File: src/rtl/snn_pkg.sv
// ---------------------------------------------------------------------------
// snn_pkg
//
// Shared definitions for the spiking-network datapath blocks.
//
// Contents:
//   CURRENT_W    width of a synaptic current / accumulator word
//   CURRENT_SAT  value an accumulator clips to on overflow
//   state_t      FSM state type for synapse_current_driver, plus its
//                two legal encodings ST_ACCUM / ST_FLUSH
//   sat_sum_t    result of a saturating add (sum + clip indication)
//   sat_add()    saturating unsigned add of two CURRENT_W words
// ---------------------------------------------------------------------------
package snn_pkg;

   localparam int CURRENT_W = 16;
   localparam logic [CURRENT_W-1:0] CURRENT_SAT = 16'hFFFF;

   // Two-state FSM kept as plain logic constants so the encoding stays
   // compatible with older tooling that dislikes enums on ports.
   typedef logic [0:0] state_t;
   localparam state_t ST_ACCUM = 1'b0;
   localparam state_t ST_FLUSH = 1'b1;

   typedef struct packed {
      logic [CURRENT_W-1:0] sum;
      logic                 clipped;
   } sat_sum_t;

   // Add in one extra bit of headroom; the carry out is exactly the
   // "would have wrapped" condition, so it doubles as the clip flag.
   function automatic sat_sum_t sat_add(input logic [CURRENT_W-1:0] a,
                                        input logic [CURRENT_W-1:0] b);
      logic [CURRENT_W:0] wide;
      sat_sum_t           res;
      wide        = {1'b0, a} + {1'b0, b};
      res.clipped = wide[CURRENT_W];
      res.sum     = res.clipped ? CURRENT_SAT : wide[CURRENT_W-1:0];
      return res;
   endfunction

endpackage

File: src/rtl/synapse_weight_regfile.sv
// ---------------------------------------------------------------------------
// synapse_weight_regfile
//
// N_SRC x N_TGT array of unsigned synaptic weights. One synchronous write
// port addresses a single (source, target) cell; one combinational read
// port returns the full row for a source, all targets side by side.
//
// Ports:
//   clk      rising-edge clock
//   rst      synchronous active-high reset, clears every weight to 0
//   we       write strobe
//   wr_src   write row (source address)
//   wr_tgt   write column (target index)
//   wr_data  weight value to store
//   rd_src   read row (source address)
//   rd_row   weights of row rd_src; target t in bits [W*t +: W]
//
// A write is visible on rd_row only after the clock edge that performs it,
// so a same-cycle reader sees the old weight.
// ---------------------------------------------------------------------------
module synapse_weight_regfile #(
   parameter int N_SRC   = 16,
   parameter int N_TGT   = 4,
   parameter int W_WIDTH = 8,
   parameter int SRC_AW  = 4,
   parameter int TGT_AW  = 2
) (
   input  logic                       clk,
   input  logic                       rst,
   input  logic                       we,
   input  logic [SRC_AW-1:0]          wr_src,
   input  logic [TGT_AW-1:0]          wr_tgt,
   input  logic [W_WIDTH-1:0]         wr_data,
   input  logic [SRC_AW-1:0]          rd_src,
   output logic [N_TGT*W_WIDTH-1:0]   rd_row
);

   logic [W_WIDTH-1:0] mem [N_SRC][N_TGT];

   // NOTE: sequential state is assigned with <= so every register samples
   // its pre-edge inputs; blocking = here would create order-dependent
   // simulation and can disagree with the synthesized flops.
   // NOTE: this array is reset because the driver must see all-zero
   // weights after reset; that costs a reset net per cell, so it is a
   // flop array, not something to map onto a RAM macro.
   always_ff @(posedge clk) begin
      if (rst) begin
         for (int s = 0; s < N_SRC; s++) begin
            for (int t = 0; t < N_TGT; t++) begin
               mem[s][t] <= '0;
            end
         end
      end else if (we && (int'(wr_tgt) < N_TGT)) begin
         mem[wr_src][wr_tgt] <= wr_data;
      end
   end

   // NOTE: a default assignment heads every always_comb so no path leaves
   // an output unassigned, which is what would otherwise infer a latch.
   always_comb begin
      rd_row = '0;
      for (int t = 0; t < N_TGT; t++) begin
         rd_row[t*W_WIDTH +: W_WIDTH] = mem[rd_src][t];
      end
   end

endmodule

File: src/rtl/synapse_current_driver.sv
// ---------------------------------------------------------------------------
// synapse_current_driver
//
// Collects presynaptic spike events over a timestep and delivers the summed,
// weighted current to N_TGT leaky-integrate-and-fire neurons once per
// timestep.
//
// Operation: in ACCUM every accepted event adds its weight row into the
// per-target accumulators (saturating at CURRENT_SAT). A timestep_tick moves
// to FLUSH; the FLUSH cycle presents every accumulator on current_out,
// strobes current_valid for the nonzero ones, clears the accumulators and
// returns to ACCUM. An event accepted together with the tick is included.
//
// Ports:
//   clk            rising-edge clock
//   rst            synchronous active-high reset
//   ev_valid       spike event present
//   ev_src         source address of the event
//   ev_ready       event accepted when ev_valid && ev_ready at an edge
//   timestep_tick  one-cycle pulse ending the current timestep
//   cfg_we         weight write strobe (honoured in any state)
//   cfg_src        weight row select
//   cfg_tgt        weight column select
//   cfg_wdata      weight value
//   current_out    per-target current, target t in bits [16t+15:16t]
//   current_valid  per-target strobe, high only in FLUSH for nonzero current
//   overrun        sticky: a tick arrived while in FLUSH (it was dropped)
//   saturated      sticky: an accumulator clipped at CURRENT_SAT
// ---------------------------------------------------------------------------
module synapse_current_driver
   import snn_pkg::*;
#(
   parameter  int N_SRC   = 16,
   parameter  int N_TGT   = 4,
   parameter  int W_WIDTH = 8,
   parameter  int SRC_AW  = 4,
   localparam int TGT_AW  = (N_TGT > 1) ? $clog2(N_TGT) : 1
) (
   input  logic                       clk,
   input  logic                       rst,
   input  logic                       ev_valid,
   input  logic [SRC_AW-1:0]          ev_src,
   output logic                       ev_ready,
   input  logic                       timestep_tick,
   input  logic                       cfg_we,
   input  logic [SRC_AW-1:0]          cfg_src,
   input  logic [TGT_AW-1:0]          cfg_tgt,
   input  logic [W_WIDTH-1:0]         cfg_wdata,
   output logic [N_TGT*CURRENT_W-1:0] current_out,
   output logic [N_TGT-1:0]           current_valid,
   output logic                       overrun,
   output logic                       saturated
);

   state_t                 state_q;
   logic [CURRENT_W-1:0]   acc_q [N_TGT];
   logic                   overrun_q;
   logic                   saturated_q;

   logic [N_TGT*W_WIDTH-1:0] w_row;
   sat_sum_t               sums [N_TGT];
   logic [N_TGT-1:0]       clip;
   logic                   ev_accept;
   logic                   any_clip;

   // -----------------------------------------------------------------------
   // Weight storage. The read row is addressed by the incoming event so the
   // whole row is available combinationally in the accept cycle.
   // -----------------------------------------------------------------------
   synapse_weight_regfile #(
      .N_SRC   (N_SRC),
      .N_TGT   (N_TGT),
      .W_WIDTH (W_WIDTH),
      .SRC_AW  (SRC_AW),
      .TGT_AW  (TGT_AW)
   ) u_weights (
      .clk     (clk),
      .rst     (rst),
      .we      (cfg_we),
      .wr_src  (cfg_src),
      .wr_tgt  (cfg_tgt),
      .wr_data (cfg_wdata),
      .rd_src  (ev_src),
      .rd_row  (w_row)
   );

   // Ready is held low during reset (not just after it) so no event can be
   // handshaken while the block is being cleared.
   assign ev_ready  = (state_q == ST_ACCUM) && !rst;
   assign ev_accept = ev_valid && ev_ready;

   // -----------------------------------------------------------------------
   // Per-target saturating sums of accumulator + zero-extended weight.
   // -----------------------------------------------------------------------
   always_comb begin
      clip = '0;
      for (int t = 0; t < N_TGT; t++) begin
         sums[t] = sat_add(acc_q[t], CURRENT_W'(w_row[t*W_WIDTH +: W_WIDTH]));
         clip[t] = sums[t].clipped;
      end
   end

   assign any_clip = ev_accept && (|clip);

   // -----------------------------------------------------------------------
   // FSM, accumulators and sticky flags.
   // -----------------------------------------------------------------------
   always_ff @(posedge clk) begin
      if (rst) begin
         state_q     <= ST_ACCUM;
         overrun_q   <= 1'b0;
         saturated_q <= 1'b0;
         for (int t = 0; t < N_TGT; t++) begin
            acc_q[t] <= '0;
         end
      end else begin
         case (state_q)
            ST_ACCUM: begin
               if (ev_accept) begin
                  for (int t = 0; t < N_TGT; t++) begin
                     acc_q[t] <= sums[t].sum;
                  end
               end
               if (any_clip) begin
                  saturated_q <= 1'b1;
               end
               // The tick-cycle event is already folded in above, so the
               // flush that follows includes it.
               if (timestep_tick) begin
                  state_q <= ST_FLUSH;
               end
            end
            ST_FLUSH: begin
               // Outputs present acc_q during this cycle; clearing here
               // means the next timestep starts from zero.
               for (int t = 0; t < N_TGT; t++) begin
                  acc_q[t] <= '0;
               end
               state_q <= ST_ACCUM;
               // A second tick cannot start another flush; it is dropped
               // and recorded.
               if (timestep_tick) begin
                  overrun_q <= 1'b1;
               end
            end
         endcase
      end
   end

   // -----------------------------------------------------------------------
   // Outputs. Everything is forced to zero while rst is high, so a reset
   // landing on the FLUSH cycle suppresses that cycle's pulse immediately
   // rather than one edge later.
   // -----------------------------------------------------------------------
   always_comb begin
      current_out   = '0;
      current_valid = '0;
      if ((state_q == ST_FLUSH) && !rst) begin
         for (int t = 0; t < N_TGT; t++) begin
            current_out[t*CURRENT_W +: CURRENT_W] = acc_q[t];
            current_valid[t]                      = |acc_q[t];
         end
      end
   end

   assign overrun   = overrun_q   && !rst;
   assign saturated = saturated_q && !rst;

endmodule

File: config.mk
export PLATFORM = sky130hd
export DESIGN_NAME = synapse_current_driver
export DESIGN_NICKNAME = d
export VERILOG_FILES = /design/src/rtl/snn_pkg.sv /design/src/rtl/synapse_weight_regfile.sv /design/src/rtl/synapse_current_driver.sv
export SDC_FILE = /design/constraint.sdc
export NUM_CORES = 1
export LEC_CHECK = 0
export CORE_UTILIZATION = 40
export DETAILED_ROUTE_END_ITERATION = 7
export DONT_BUFFER_PORTS = 1
export GPL_TIMING_DRIVEN = 1
export SLEW_MARGIN = 20
export SYNTH_ARGS = -nofsm -noshare
export SYNTH_HDL_FRONTEND = slang
export SYNTH_SLANG_ARGS = --single-unit
File: constraint.sdc
create_clock -name clk -period 7.05 [get_ports clk]
set_clock_uncertainty 0.05 [all_clocks]
set_input_delay 2.115 -clock clk [delete_from_list [all_inputs] [get_ports clk]]
set_output_delay 2.115 -clock clk [all_outputs]
set_load 0.02 [all_outputs]
After elaboration in Yosys (flattened, before gate mapping)
Memories as Yosys holds them, arrays and structs flattened.
Index checks and enable logic that the tools add are counted.
{"block": "classes", "addsub": 4, "n_lt_le_gt_ge": 2, "bitwise_logic": 10, "mux": 33, "n_reduce_logical": 16}
{"operator": "$mux 16", "n": 12}
{"operator": "$mux 32", "n": 3}
{"operator": "$add 16x8->17", "n": 4}
{"operator": "$mux 64", "n": 1}
{"operator": "$reduce_or 16->1", "n": 4}
{"operator": "$reduce_or 32->1", "n": 1}
{"operator": "$demux 8 s2", "n": 1}
{"operator": "$mux 1", "n": 12}
{"operator": "$mux 4", "n": 2}
{"operator": "$mux 8", "n": 1}
{"operator": "$or 1x1->1", "n": 8}
{"operator": "$logic_and 1x1->1", "n": 7}
{"operator": "$reduce_and 2->1", "n": 2}
{"operator": "$reduce_or 4->1", "n": 1}
{"operator": "$ge 3x3->1 const B", "n": 1}
{"operator": "$lt 3x1->1 const B", "n": 1}
{"operator": "$not 2->3", "n": 1}
{"operator": "$pmux 1 s2", "n": 1}
{"operator": "$logic_not 1->1", "n": 1}
{"operator": "$not 1->1", "n": 1}
{"block": "totals", "input_bits": 23, "reg_bits": 3, "wordCells": 70, "ram_bits": 576, "out_inout_bits": 71, "n_memories": 2}
{"name": "u_weights.mem", "words": 16, "word_bits": 32, "rd": 1, "rd_ports_with_merged_regs": 0, "wr": 16, "line": "synapse_weight_regfile.sv:38", "rtl": "logic [W_WIDTH-1:0] mem [N_SRC][N_TGT];"}
{"name": "acc_q", "words": 4, "word_bits": 16, "rd": 4, "rd_ports_with_merged_regs": 0, "wr": 4, "line": "synapse_current_driver.sv:56", "rtl": "logic [CURRENT_W-1:0] acc_q [N_TGT];"}

Depth between registers and ports, before layout
Gate-level depths: netlist (run 1).
{"block": "logic_depth", "depth_word": 9, "ltp_mapped": 12, "mapped_depth_nobuf": 9}

Cells and area by module
From an unflattened synthesis (run 1), not the netlist that was laid out.
{"block": "hier_totals", "cells_unflattened": 2092, "hier_area_um2": 27261.1}
{"mod": "synapse_weight_regfile", "instances": 1, "area_each_um2": 22345.2, "seq_area_each_um2": 15374.7, "cells_each": 1537}
{"mod": "synapse_current_driver", "instances": 1, "area_each_um2": 4916.0, "seq_area_each_um2": 1661.6, "cells_each": 555}

Worst setup path before layout (run 1)
No wires, ideal clock.
{"block": "synth_timing", "kind": "input to register", "startpoint": "input ev_src[1]", "endpoint": "memory acc_q[2][13] (data pin)", "n_path_buf": 3, "cell_stages": 12, "setup_ns": 0.271, "path_slack_ns": 1.421, "t_arrival_ns": 5.308, "required_ns": 6.729, "path_cell_list": "clkbuf_1 > clkbuf_1 > mux4_2 > mux4_2 > ha_1 > fa_1 > a211oi_1 > o21ai_2 > a31o_2 > buf_2 > nand2_1 > a311oi_1"}
{"item": "start: declaration", "line": "synapse_current_driver.sv:42", "rtl": "input logic [SRC_AW-1:0] ev_src,"}
{"item": "end: declaration", "line": "synapse_current_driver.sv:56"}

Worst setup path after layout (run 1)
{"block": "layout_timing", "startpoint": "input rst", "endpoint": "output current_valid[0]"}
{"block": "layout_between", "elab_chain_len": 3}
{"item": "start: declaration", "line": "synapse_current_driver.sv:40", "rtl": "input logic rst,"}
{"item": "$logic_not 1->1", "line": "synapse_current_driver.sv:158", "rtl": "if ((state_q == ST_FLUSH) && !rst) begin"}
{"item": "$logic_and 1x1->1", "line": "synapse_current_driver.sv:158"}
{"item": "$mux 4", "line": "synapse_current_driver.sv:158"}
{"item": "end: declaration", "line": "synapse_current_driver.sv:50", "rtl": "output logic [N_TGT-1:0] current_valid,"}
No other way between the ends.

==> impl_results.md, run 1 <==
- Setup TNS: 0 ps
- Placed cells: roughly 2800
- Async set or reset register ratio after synthesis: 0
- Root Driver: clkbuf_16
- Yosys Warn Count: 0
- Startpoint types: primary input
- Synthesized area: 28680 um^2
- Die height: 269.8 um
- Logic pwr share: 0.098
- CP max FO: 74
- Critical Path, Cell by Cell: nand2b_1 > a41oi_1
- Initial antenna violation count: 0
- Die area: 72780 um^2
- Mapped Cells: 2012
- Hold Vio Cnt, Final: 0
- Switch share: 0.2364
- Post-DP HPWL: 44640 um
- Syn_area_per_cell: 14.25 um^2
- Sequential fraction of design power: 0.516
- Slew Viols, Final: 0
- Share of layout cells above drive strength 1: 0.1404
- # DRC: 0
- Pre-antenna DRT Iters: 5
- Crit share post-route: 0.7841
- Clk pwr share: 0.386
- Postcts setup bufs: 0
- Post-synthesis sequential area ratio: 0.5940
- RSZ-0062 raised after global routing: false
- Sw Pwr: about 1900 uW
- Net count after synthesis: 2071
- DRT iter0 DRCs: 1503
- Starting Density: 0.4067
- Peak VDD IR: 0.1879 mV
- Die width: 269.8 um
- Clock tree from TritonCTS: built
- Clock sink total: 579
- Worst-path clk slew: approximately 60 ps
- Critical setup path kind: primary input to output pin
- Max Clk Rate: 0.1809 GHz
- Worst path top cell family by delay: compound AO/OA/AOI/OAI gates
- Worst-margin pin slew: between 900 and 1000 ps
- FP Rows: 97
- Slew Limit Headroom: 0.3780
- Core area: 70510 um^2
- Post-CTS Resized: 0
- Main flop type after synthesis: edfxtp_1
- Crit end category: output pin
- Count of antenna-violating nets left after detailed routing: 0
- Final setup fails: 0
- Yosys cell types: 67
- Area growth syn-to-layout: 8.385%
- Final wirelength: between 70000 and 80000 um
- Synth Area in Simple Gates: 0.1783
- # IOs: 94
- Clock Tree Buf Depth: 3
- Slowest stage delay, CP: 720 ps
- Mux share of post-synthesis cell area: 0.1329
- Overflow after GRT: 0
- Buf/Inv on CP: 0
- First-pass GRT wire length: 106800 um
- Antenna fix cells: 0
- Int Pwr: 5981 uW
- Adder-cell share of the synthesized area: 0.01675
- Vias: between 15000 and 20000
- Finished Cell Area: between 30000 and 40000 um^2
- Final Critical Period: 5528 ps
- Post-synth EDFFs: approximately 540
- Power Density: 252.0 nW/um^2
- CTS H-Tree Depth: 2
- Cts hold-fix bufs: 0
- Port bufs: 0
- Post-DP Area: a little under 30000 um^2
- Worst skew pair latency: 630 ps
- Finished Layout Cells: 2935
- Maxcap violations: 0
- CP max-delay cell: a41oi_1
- Pleak: 0.01081 uW
- Vias/cell: 5.575
- Worst endpoint required time: 4890 ps
- Largest family of logic cells by synthesized area: simple AND/OR/NAND/NOR gates
- Synth Area in Compound Gates: 0.04668
- HP Class: flip-flop to flip-flop
- Worst path arrival time: 3360 ps
- Vias in the first global route: around 16000
- NumNets Final: 2004
- Gpl congestion: 0.8295
- Worst Hold Slack: approximately 460 ps
- WL/cell: 24.23 um
- Pin count of the biggest net entering global routing: roughly 130
- # fillers: 6152
- Synth Area in XOR/XNOR: 0.007329
- Tot GR Track Use: 0.1940
- Clock buffer count from CTS: 60
- Status: completed
- Yosys reg bits: 579
[flip-flops by register name, summed over array words and instances (netlist names)]
name,cells
saturated_q,1
acc_q,64
u_weights.mem,512
state_q,1
overrun_q,1
[metrics by stage]
| step | power [uW] | util | setup WS (ps) |
|---|---|---|---|
| floorplan | 4721 | - | 1421 |
| global placement | 4858 | 0.4149 | 1401 |
| detailed placement | 4880 | 0.4149 | 1390 |
| CTS | 7876 | 0.4408 | 1472 |
| global route | 8080 | 0.4408 | 1501 |
| finish | 7833 | 0.4408 | 1522 |
[cell usage after synthesis, types with 3 or more instances]
cell type,instances,area [um^2]
o211ai_1,4,30.03
mux4_1,50,1314
a211o_1,6,52.55
buf_2,12,60.06
nand2b_1,5,31.28
o21ai_0,32,160.2
inv_1,16,60.06
nor4_1,17,106.4
o21bai_1,4,30.03
nor3_1,14,70.07
nor2b_1,11,68.82
a31oi_1,26,162.7
buf_1,11,41.29
a21o_1,12,90.09
mux4_2,110,2477
a41oi_1,6,52.55
clkbuf_1,93,349.1
buf_8,3,45.04
nand2_1,32,120.1
nand4_1,7,43.79
a311oi_1,7,61.31
and3_1,12,75.07
a211oi_1,14,105.1
nand3_1,17,85.08
a2111oi_0,3,26.28
a21boi_0,3,22.52
a21oi_1,52,260.3
buf_6,11,123.9
xnor2_1,13,113.9
nor2_1,83,311.6
or3_1,6,37.54
o21a_1,5,37.54
and2_1,577,3610
edfxtp_1,544,16340
dfxtp_1,35,700.7
ha_1,32,400.4
or2_2,66,412.9
fa_1,4,80.08
xor2_1,11,96.34
nor2_2,11,68.82
[worst reg2reg max path, stage by stage, from the launching register on]
cell and delay, ps:
edfxtp_1 380, mux4_2 520, mux4_2 530, ha_1 240, fa_1 430, a21o_1 200
a21oi_1 260, o31ai_1 120, buf_4 190, nand2_1 410, a31oi_1 130
[per-layer routing]
metal	GRT usage	wire length [um]
met1	0.2705	31410
met2	0.3129	33800
met3	0.03698	4439
met4	0.04815	1475
met5	0	0
[logic make-up after synthesis]
family          Yosys count
xor+xnor                 24
simple gates            866
buf+inv                 148
flops                   579
compound gates          197
fa+ha+maj                36
mux                     162
[worst paths after layout]
path / start / end / slack [ps] / cells after the start
max: rst / current_valid[0] / 1520 / 2
min: acc_q[0][12] / acc_q[0][12] / 460 / 2
max reg2reg: u_weights.mem[6][16] / acc_q[1][7] / 3320 / 10
min reg2reg: acc_q[0][12] / acc_q[0][12] / 460 / 2
[cells in the final DEF (no fill, tap or decap), types with 7 or more instances in the layout]
| cell type | n |
|---|---|
| a211oi_1 | 14 |
| a21o_1 | 12 |
| a21oi_1 | 52 |
| a311oi_1 | 7 |
| a31oi_1 | 26 |
| and2_1 | 577 |
| and3_1 | 12 |
| clkbuf_1 | 11 |
| clkbuf_16 | 61 |
| clkinv_1 | 23 |
| clkinv_2 | 10 |
| dfxtp_1 | 35 |
| edfxtp_1 | 544 |
| ha_1 | 32 |
| inv_1 | 16 |
| mux4_1 | 50 |
| mux4_2 | 110 |
| nand2_1 | 32 |
| nand3_1 | 17 |
| nand4_1 | 7 |
| nor2_1 | 83 |
| nor2_2 | 11 |
| nor2b_1 | 10 |
| nor3_1 | 14 |
| nor4_1 | 17 |
| o21ai_0 | 32 |
| or2_2 | 66 |
| xnor2_1 | 13 |
| xor2_1 | 11 |
[power groups by stage]
stage,clock network (uW),logic (uW),registers (uW)
final,3020,767,4040
after global routing,3190,832,4060
after CTS,3070,770,4040
after detailed placement,0,766,4110
after global placement,0,755,4100
after floorplan,0,663,4060
[final cells by class]
| cell class | instances | area, um^2 | share of cell area |
|---|---|---|---|
| clock inverter | 40 | 260.3 | 0.008372 |
| clock buffer | 72 | 1568 | 0.05043 |
| sequential | 579 | 17040 | 0.5481 |
| tap | 940 | 1176 | 0.03784 |
| timing repair buffer | 3 | 22.52 | 0.0007245 |
| inverter | 16 | 60.06 | 0.001932 |
| multi-input combinational | 1285 | 10960 | 0.3526 |
Power figures use the tool's default switching activity.
==> run 2, diff against run 1 <==
Clock period 7.05 ns to 5.2 ns, I/O delays scaled along.
==> impl_results.md, run 2 (synthesis results as in run 1) <==
- Status: completed
- Worst-margin pin slew: 1068 ps
- Sequential fraction of design power: 0.511
- Core area: 70510 um^2
- Int Pwr: 8198 uW
- Power Density: 341.3 nW/um^2
- Commonest non-fill, non-tap cell in the layout: and2_1
- Reg with most FFs: u_weights.mem
- WL/cell: 23.81 um
- Dpl ws: 228.9 ps
- Starting Density: 0.4067
- Maxcap violations: 0
- Startpoint types: primary input
- Slew Viols, Final: 0
- Clock sink total: 579
- Placed cells: between 2000 and 3000
- Gpl congestion: approximately 0.81
- Worst path arrival time: 4880 ps
- Post-CTS Resized: 0
- Pre-antenna DRT Iters: 5
- Setup ws final: 702.4 ps
- Clock Tree Buf Depth: 3
- Pleak: 0.01097 uW
- Critical setup path kind: primary input to flip-flop
- CTS H-Tree Depth: 2
- Final setup fails: 0
- Vias: 16392
- RR Endpoint: acc_q[1][13]
- Hold Crit Depth: 2
- Switch share: 0.2340
- Share of layout cells above drive strength 1: 0.1507
- Die height: about 270 um
- Count of antenna-violating nets left after detailed routing: 0
- HP Class: flip-flop to flip-flop
- Tot GR Track Use: 0.1935
- Postcts setup bufs: 0
- Post-DP HPWL: 44620 um
- Pin count of the biggest net entering global routing: between 100 and 150
- HP Start: acc_q[0][12]
- Clk pwr share: 0.390
- Die area: slightly above 70000 um^2
- # IOs: 94
- Hold Vio Cnt, Final: 0
- RSZ-0062 raised after global routing: false
- CP max FO: 128
- Root Driver: clkbuf_16
- Max Clk Rate: approximately 0.22 GHz
- Final Critical Period: 4498 ps
- Area growth syn-to-layout: 9.345%
- Overflow after GRT: 0
- Final wirelength: 70630 um
- Reg2Reg Depth: 8
- Finished Layout Cells: ~3000
- First-pass GRT wire length: 106400 um
- Logic pwr share: 0.099
- Initial antenna violation count: 0
- Worst-path clk slew: 60 ps
- DRT iter0 DRCs: 1550
- Max reg flops: 512
- Crit share post-route: 0.8649
- FP Rows: 97
- Worst R2R Start: u_weights.mem[6][18]
- Slew Limit Headroom: 0.2820
- NumNets Final: 2032
- Sw Pwr: 2504 uW
- Total power draw: 10700 uW
- Setup TNS: 0 ps
- Clock tree from TritonCTS: built
- Crit end category: flip-flop
- Vias/cell: 5.527
- Die width: around 270 um
- Peak VDD IR: between 0.2 and 0.25 mV
- Most frequent cells in the layout: 577 x and2_1, 544 x edfxtp_1, 110 x mux4_2, 83 x nor2_1, 66 x or2_2
- Finished Cell Area: 31360 um^2
- Worst endpoint required time: 5580 ps
- # fillers: 6194
- Reg2Reg Setup Slack: 1440 ps
- Vias in the first global route: 16548
- # DRC: 0
- Worst skew pair latency: 650 ps
- Cts hold-fix bufs: 0
- Clock buffer count from CTS: 60
- Port bufs: 0
- Post-DP Area: ~30000 um^2
- Biggest regs: u_weights.mem: 512 flops, acc_q: 64 flops
- Hold endpoint: acc_q[0][12]
## run 2: final cells by class
class	count	area, um^2	area share
multi-input cells	1285	10960	0.3495
clock buffers	89	1630	0.05199
flip-flops and latches	579	17040	0.5432
clock inverters	24	257.7	0.008219
well taps	940	1176	0.03750
diodes	2	5.005	0.0001596
repair buffers	31	232.7	0.007421
inverters	16	60.06	0.001915
## run 2: stage by stage
step | util | hold slack (ps)
finish | 0.4447 | 457.7
global route | 0.4447 | 508.5
CTS | 0.4447 | 469.8
detailed placement | 0.4179 | 461.7
global placement | 0.4179 | 423.5
floorplan | - | 406.7
## run 2: worst max path at each step
stage                         start  cells past startpoint          endpoint  slack (ps)
after detailed placement  ev_src[0]                      9      acc_q[2][13]         230
final                     ev_src[0]                      8      acc_q[1][13]         700
after global routing      ev_src[0]                      8      acc_q[1][13]         610
after floorplan           ev_src[1]                     12      acc_q[2][13]         130
after global placement    ev_src[0]                      9      acc_q[1][10]         260
after CTS                       rst                      2  current_valid[0]         840
## run 2: per-layer routing
metal	vias up	global-route usage	share of wire
met5	-	0	0
met4	0	0.05263	0.024
met2	469	0.3177	0.48
li1	7462	-	-
met3	95	0.03663	0.059
met1	8366	0.2629	0.44
## run 2: power groups by stage
stage	clock network [uW]	registers (uW)	logic (uW)
after floorplan	0	5500	898
after global routing	4430	5490	1140
after global placement	0	5550	1040
after CTS	4250	5470	1060
after detailed placement	0	5570	1060
final	4180	5470	1060
## run 2: worst max-delay path, cell delays in order
cell	delay (ps)
mux4_2	560
mux4_2	500
ha_1	370
a21o_1	140
a21oi_1	110
o31ai_1	900
a21boi_0	290
a211oi_1	310
